$ cat src/rtl/alarm_scheduler.sv
// Multi-slot alarm scheduler: per-slot one-shot or periodic alarms matched on
// equality against cur_time, delivered one at a time through a valid/ready stage.
module alarm_scheduler #(
  parameter  int N_SLOTS = 4,
  parameter  int TW      = 16,
  localparam int IW      = (N_SLOTS > 1) ? $clog2(N_SLOTS) : 1
) (
  input  logic               clk,
  input  logic               rst_n,
  input  logic [TW-1:0]      cur_time,
  input  logic               cfg_en,
  input  logic [IW-1:0]      cfg_idx,
  input  logic               cfg_arm,
  input  logic [TW-1:0]      cfg_time,
  input  logic [TW-1:0]      cfg_period,
  output logic               evt_valid,
  input  logic               evt_ready,
  output logic [IW-1:0]      evt_idx,
  output logic [TW-1:0]      evt_time,
  output logic [N_SLOTS-1:0] armed,
  output logic [N_SLOTS-1:0] missed
);

  logic [N_SLOTS-1:0] armed_q, armed_d;
  logic [N_SLOTS-1:0] pending_q, pending_d;
  logic [N_SLOTS-1:0] missed_q, missed_d;
  logic [TW-1:0]      target_q [N_SLOTS];
  logic [TW-1:0]      target_d [N_SLOTS];
  logic [TW-1:0]      period_q [N_SLOTS];
  logic [TW-1:0]      period_d [N_SLOTS];
  logic [TW-1:0]      pend_time_q [N_SLOTS];
  logic [TW-1:0]      pend_time_d [N_SLOTS];

  logic               evt_valid_q, evt_valid_d;
  logic [IW-1:0]      evt_idx_q, evt_idx_d;
  logic [TW-1:0]      evt_time_q, evt_time_d;

  logic [N_SLOTS-1:0] match;
  logic               load;
  logic               found;
  logic [IW-1:0]      sel;

  // A match acts on the same edge it is seen, so a one-shot is disarmed before
  // cur_time can match it a second time.
  genvar gi;
  generate
    for (gi = 0; gi < N_SLOTS; gi++) begin : g_match
      assign match[gi] = armed_q[gi] && (cur_time == target_q[gi]);
    end
  endgenerate

  always_comb begin
    armed_d     = armed_q;
    pending_d   = pending_q;
    missed_d    = missed_q;
    target_d    = target_q;
    period_d    = period_q;
    pend_time_d = pend_time_q;
    evt_valid_d = evt_valid_q;
    evt_idx_d   = evt_idx_q;
    evt_time_d  = evt_time_q;
    found       = 1'b0;
    sel         = '0;

    for (int i = N_SLOTS - 1; i >= 0; i--) begin
      if (pending_q[i]) begin
        found = 1'b1;
        sel   = IW'(i);
      end
    end

    load = !evt_valid_q || evt_ready;
    if (load) begin
      evt_valid_d = found;
      if (found) begin
        evt_idx_d  = sel;
        evt_time_d = pend_time_q[sel];
      end
    end

    for (int i = 0; i < N_SLOTS; i++) begin
      if (load && found && (sel == IW'(i))) begin
        pending_d[i] = 1'b0;
      end
      if (cfg_en && (cfg_idx == IW'(i))) begin
        // Configuration wins over a same-cycle match on this slot.
        if (cfg_arm) begin
          armed_d[i]  = 1'b1;
          target_d[i] = cfg_time;
          period_d[i] = cfg_period;
        end else begin
          armed_d[i]   = 1'b0;
          pending_d[i] = 1'b0;
          missed_d[i]  = 1'b0;
        end
      end else if (match[i]) begin
        if (pending_d[i]) begin
          missed_d[i] = 1'b1;
        end else begin
          pending_d[i]   = 1'b1;
          pend_time_d[i] = target_q[i];
        end
        if (period_q[i] != '0) begin
          target_d[i] = target_q[i] + period_q[i];
        end else begin
          armed_d[i] = 1'b0;
        end
      end
    end
  end

  always_ff @(posedge clk or negedge rst_n) begin
    if (!rst_n) begin
      armed_q     <= '0;
      pending_q   <= '0;
      missed_q    <= '0;
      evt_valid_q <= 1'b0;
      evt_idx_q   <= '0;
      evt_time_q  <= '0;
      for (int i = 0; i < N_SLOTS; i++) begin
        target_q[i]    <= '0;
        period_q[i]    <= '0;
        pend_time_q[i] <= '0;
      end
    end else begin
      armed_q     <= armed_d;
      pending_q   <= pending_d;
      missed_q    <= missed_d;
      evt_valid_q <= evt_valid_d;
      evt_idx_q   <= evt_idx_d;
      evt_time_q  <= evt_time_d;
      for (int i = 0; i < N_SLOTS; i++) begin
        target_q[i]    <= target_d[i];
        period_q[i]    <= period_d[i];
        pend_time_q[i] <= pend_time_d[i];
      end
    end
  end

  assign evt_valid = evt_valid_q;
  assign evt_idx   = evt_idx_q;
  assign evt_time  = evt_time_q;
  assign armed     = armed_q;
  assign missed    = missed_q;

endmodule

$ cat config.mk
export PLATFORM = sky130hd
export DESIGN_NAME = alarm_scheduler
export DESIGN_NICKNAME = d
export VERILOG_FILES = /design/src/rtl/alarm_scheduler.sv
export SDC_FILE = /design/constraint.sdc
export NUM_CORES = 1
export LEC_CHECK = 0
export CORE_MARGIN = 3
export CORE_UTILIZATION = 23
export DETAILED_ROUTE_END_ITERATION = 8
export PLACE_DENSITY = 0.5
export RECOVER_POWER = 50
export SLEW_MARGIN = 20
export SYNTH_ARGS = -nofsm -noshare
export SYNTH_HDL_FRONTEND = slang
export SYNTH_SLANG_ARGS = --single-unit
$ cat constraint.sdc
create_clock -name clk -period 5.8 [get_ports clk]
set_clock_uncertainty 0.05 [all_clocks]
set_input_delay 1.16 -clock clk [delete_from_list [all_inputs] [get_ports clk]]
set_output_delay 1.16 -clock clk [all_outputs]
set_load 0.05 [all_outputs]
==> flow_summary.toml <==
[global_route]
grt_max_degree = 132
grt.overflow.total = 0
antenna_found_initial = 2
grt_pass1_vias = 10159
grt_pass1_wl_um = 70070
gr-usage-all-layers_pct = 15.61

[synthesis]
yosysTopAreaCell = "dfrtp_1"
yosys_most_used_dff = "dfrtp_1"
syn_area_um2 = 13410
synth-seq-cells = 223
synthCells = 1292
synth_edf_count = 0
syn_nets = 1411
syn_avg_cell_area_um2 = 10.38
synthTopCellsByCount = "223 x dfrtp_1, 157 x nand2_1, 111 x mux2_2, 89 x a21oi_1, 88 x nor2_1"
async_reset_ff_share_pct = 100.0
seq_area_frac_synth_pct = 41.63
synth_cell_type_count = 82
yosys-top-cells-area = "dfrtp_1 42%, mux2_2 9.3%, ha_1 5.6%, xnor2_1 5.2%, nand2_1 4.4%"
synth_most_common_cell = "dfrtp_1"
yosysWarnings = 0
netlist.area_leader.share_pct = 41.63

[cells_and_area]
final_core_util_pct = 27.90
drive_above_1_share_pct = 16.44
nFillCells = 6001
area_growth_pct = 18.72
antenna_cells = 0
fin_nets = 1479

[floorplanning]
die_h_um = 247.4
num_io_pins = 82
core.rowCount = 87
dieArea_um2 = 61220
chipWidth_um = 247.4
start_util_pct = 23.50
core_area_um2 = 57040

[place]
hpwlAfterDp_um = 36530
gp_congestion = 0.9028
portBuffers = 81
dp_slack_ps = 1499

[sta]
tightest_slew_ps = 1015
setup_slack_ps = 2015
timing.hold.ws_ps = 425.4
rsz0062_at_grt = "no"
layout_min_cycle_time_ps = 3785
fmax_ghz = 0.2642
fin_tns_setup_ps = 0
relSlewSlack_pct = 32.34
fin_crit_sh_pct = 65.25
hold_violations = 0
setup_viol = 0
finalMaxSlewViolations = 0

[worst_hold_path]
hold_path_class = "flip-flop to flip-flop"

[clocking]
post-cts-setup-buffers = 0
cts_root_buf = "clkbuf_16"
cts_inserted_buffers = 28
cts_tree = "built"
cts.sink_count = 223
hold_buffers = 0
clock_path_buffers = 3
htreeDepth = 1
clk_pin_slew_ps = 60
post_cts_resized = 0
clkLatencyLatePin_ps = 560

[critical_path]
required_ps = 6190
worstSetupStartpointType = "input port"
crit_path_end_kind = "flip-flop"
critPathArrivalTime_ps = 4180
critPathMaxFanout = 29
path_class = "input port to flip-flop"

[status]
status = "finished clean"

[route]
drc = 0
viasPerCell = 4.902
drtIter0Drc = 910
dr_total_vias = 10447
wl_per_cell_um = 22.75
antenna_left = 0
drt-total-wl_um = 48480
dr.pass1.iters = 6

[power_and_ir_drop]
powerDensity_nw_per_um2 = 488.9
ir_worst_vdd_v = 0.0001819
p_leak_nw = 6.876

[flow_run]
drv_cap = 0
[state kept, by name, summed over array words and instances, names as in the netlist]
name / cells
evt_time: 16
missed: 4
pend_time_q: 64
evt_idx: 2
evt_valid: 1
target_q: 64
pending_q: 4
armed: 4
period_q: 64
[report_power, final]
| group | total [mW] | internal [mW] | switching (mW) |
|---|---|---|---|
| clock | 1.77 | 1.08 | 0.690 |
| combinational | 3.47 | 1.55 | 1.92 |
| sequential | 2.53 | 1.88 | 0.658 |
[worst max-delay path, stage by stage]
cell and delay, ps:
clkdlybuf4s50_1 760, xnor2_1 170, nand4_1 180, nor4_4 460, nand4_1 210, nand2b_1 770
o22ai_1 170, a221o_1 290
[layout by cell type (no fill, tap or decap), types with 7 or more instances in the layout]
master	n
a21oi_1	89
nand2_1	157
ha_1	60
a21o_1	16
nand3_1	15
nand4_1	21
mux4_2	16
nor2_1	88
mux2i_1	7
nand2b_1	8
buf_4	12
a31oi_1	31
a211o_1	8
and2_1	10
clkdlybuf4s50_1	79
mux2_4	20
o21ai_0	53
nor3_1	17
dfrtp_1	223
xor2_1	27
and3_1	9
a211oi_1	8
clkbuf_16	29
nor4_1	17
xnor2_1	79
inv_1	24
mux2_1	10
o21a_1	8
mux2_2	111
[kinds of logic after synthesis]
logic type	count (synthesis)	synth area share (%)
adders and majority gates	64	6.198
DFF	223	41.63
buffers and inverters	81	2.837
muxes	164	15.62
and+or+nand+nor	372	13.30
AOI/OAI and AO/OA	282	13.50
xor gates and xnor gates	106	6.926
[metrics by stage]
stage	std cells	area [um2]	power, mW
after global routing	2131	15920	8.316
after CTS	2131	15920	7.779
after detailed placement	2086	15000	5.979
after global placement	2086	15000	5.945
after floorplan	1292	13410	4.917
final	2131	15920	7.781
[per-layer routing]
metal	part of all wire [%]	vias to the layer above	GRT usage, %
li1	-	4861	-
met1	47	5222	21.93
met2	45	293	24.50
met3	5.8	69	2.906
met4	2.9	2	4.325
met5	0.021	-	0
[worst paths after layout]
path,startpoint,to,slack [ps],depth (start not counted)
max in group asynchronous,rst_n,period_q[20],3880,2
max reg2reg,target_q[48],target_q[62],2680,9
min in group asynchronous,rst_n,pend_time_q[14],590,1
min reg2reg,evt_time[8],evt_time[8],430,2
min,evt_time[8],evt_time[8],430,2
max,cur_time[15],target_q[30],2020,8
[final cells by class]
class / instances / area [um2] / share of cell area [%]
Tap cell: 756 / 945.9 / 5.943
Clock buffer: 38 / 799.5 / 5.024
Timing Repair Buffer: 95 / 929.6 / 5.841
Inverter: 24 / 90.09 / 0.5660
Sequential cell: 223 / 5580 / 35.06
Clock inverter: 7 / 112.6 / 0.7075
Multi-Input combinational cell: 988 / 7457 / 46.86
Note: power is estimated with default switching activity, not from simulation.
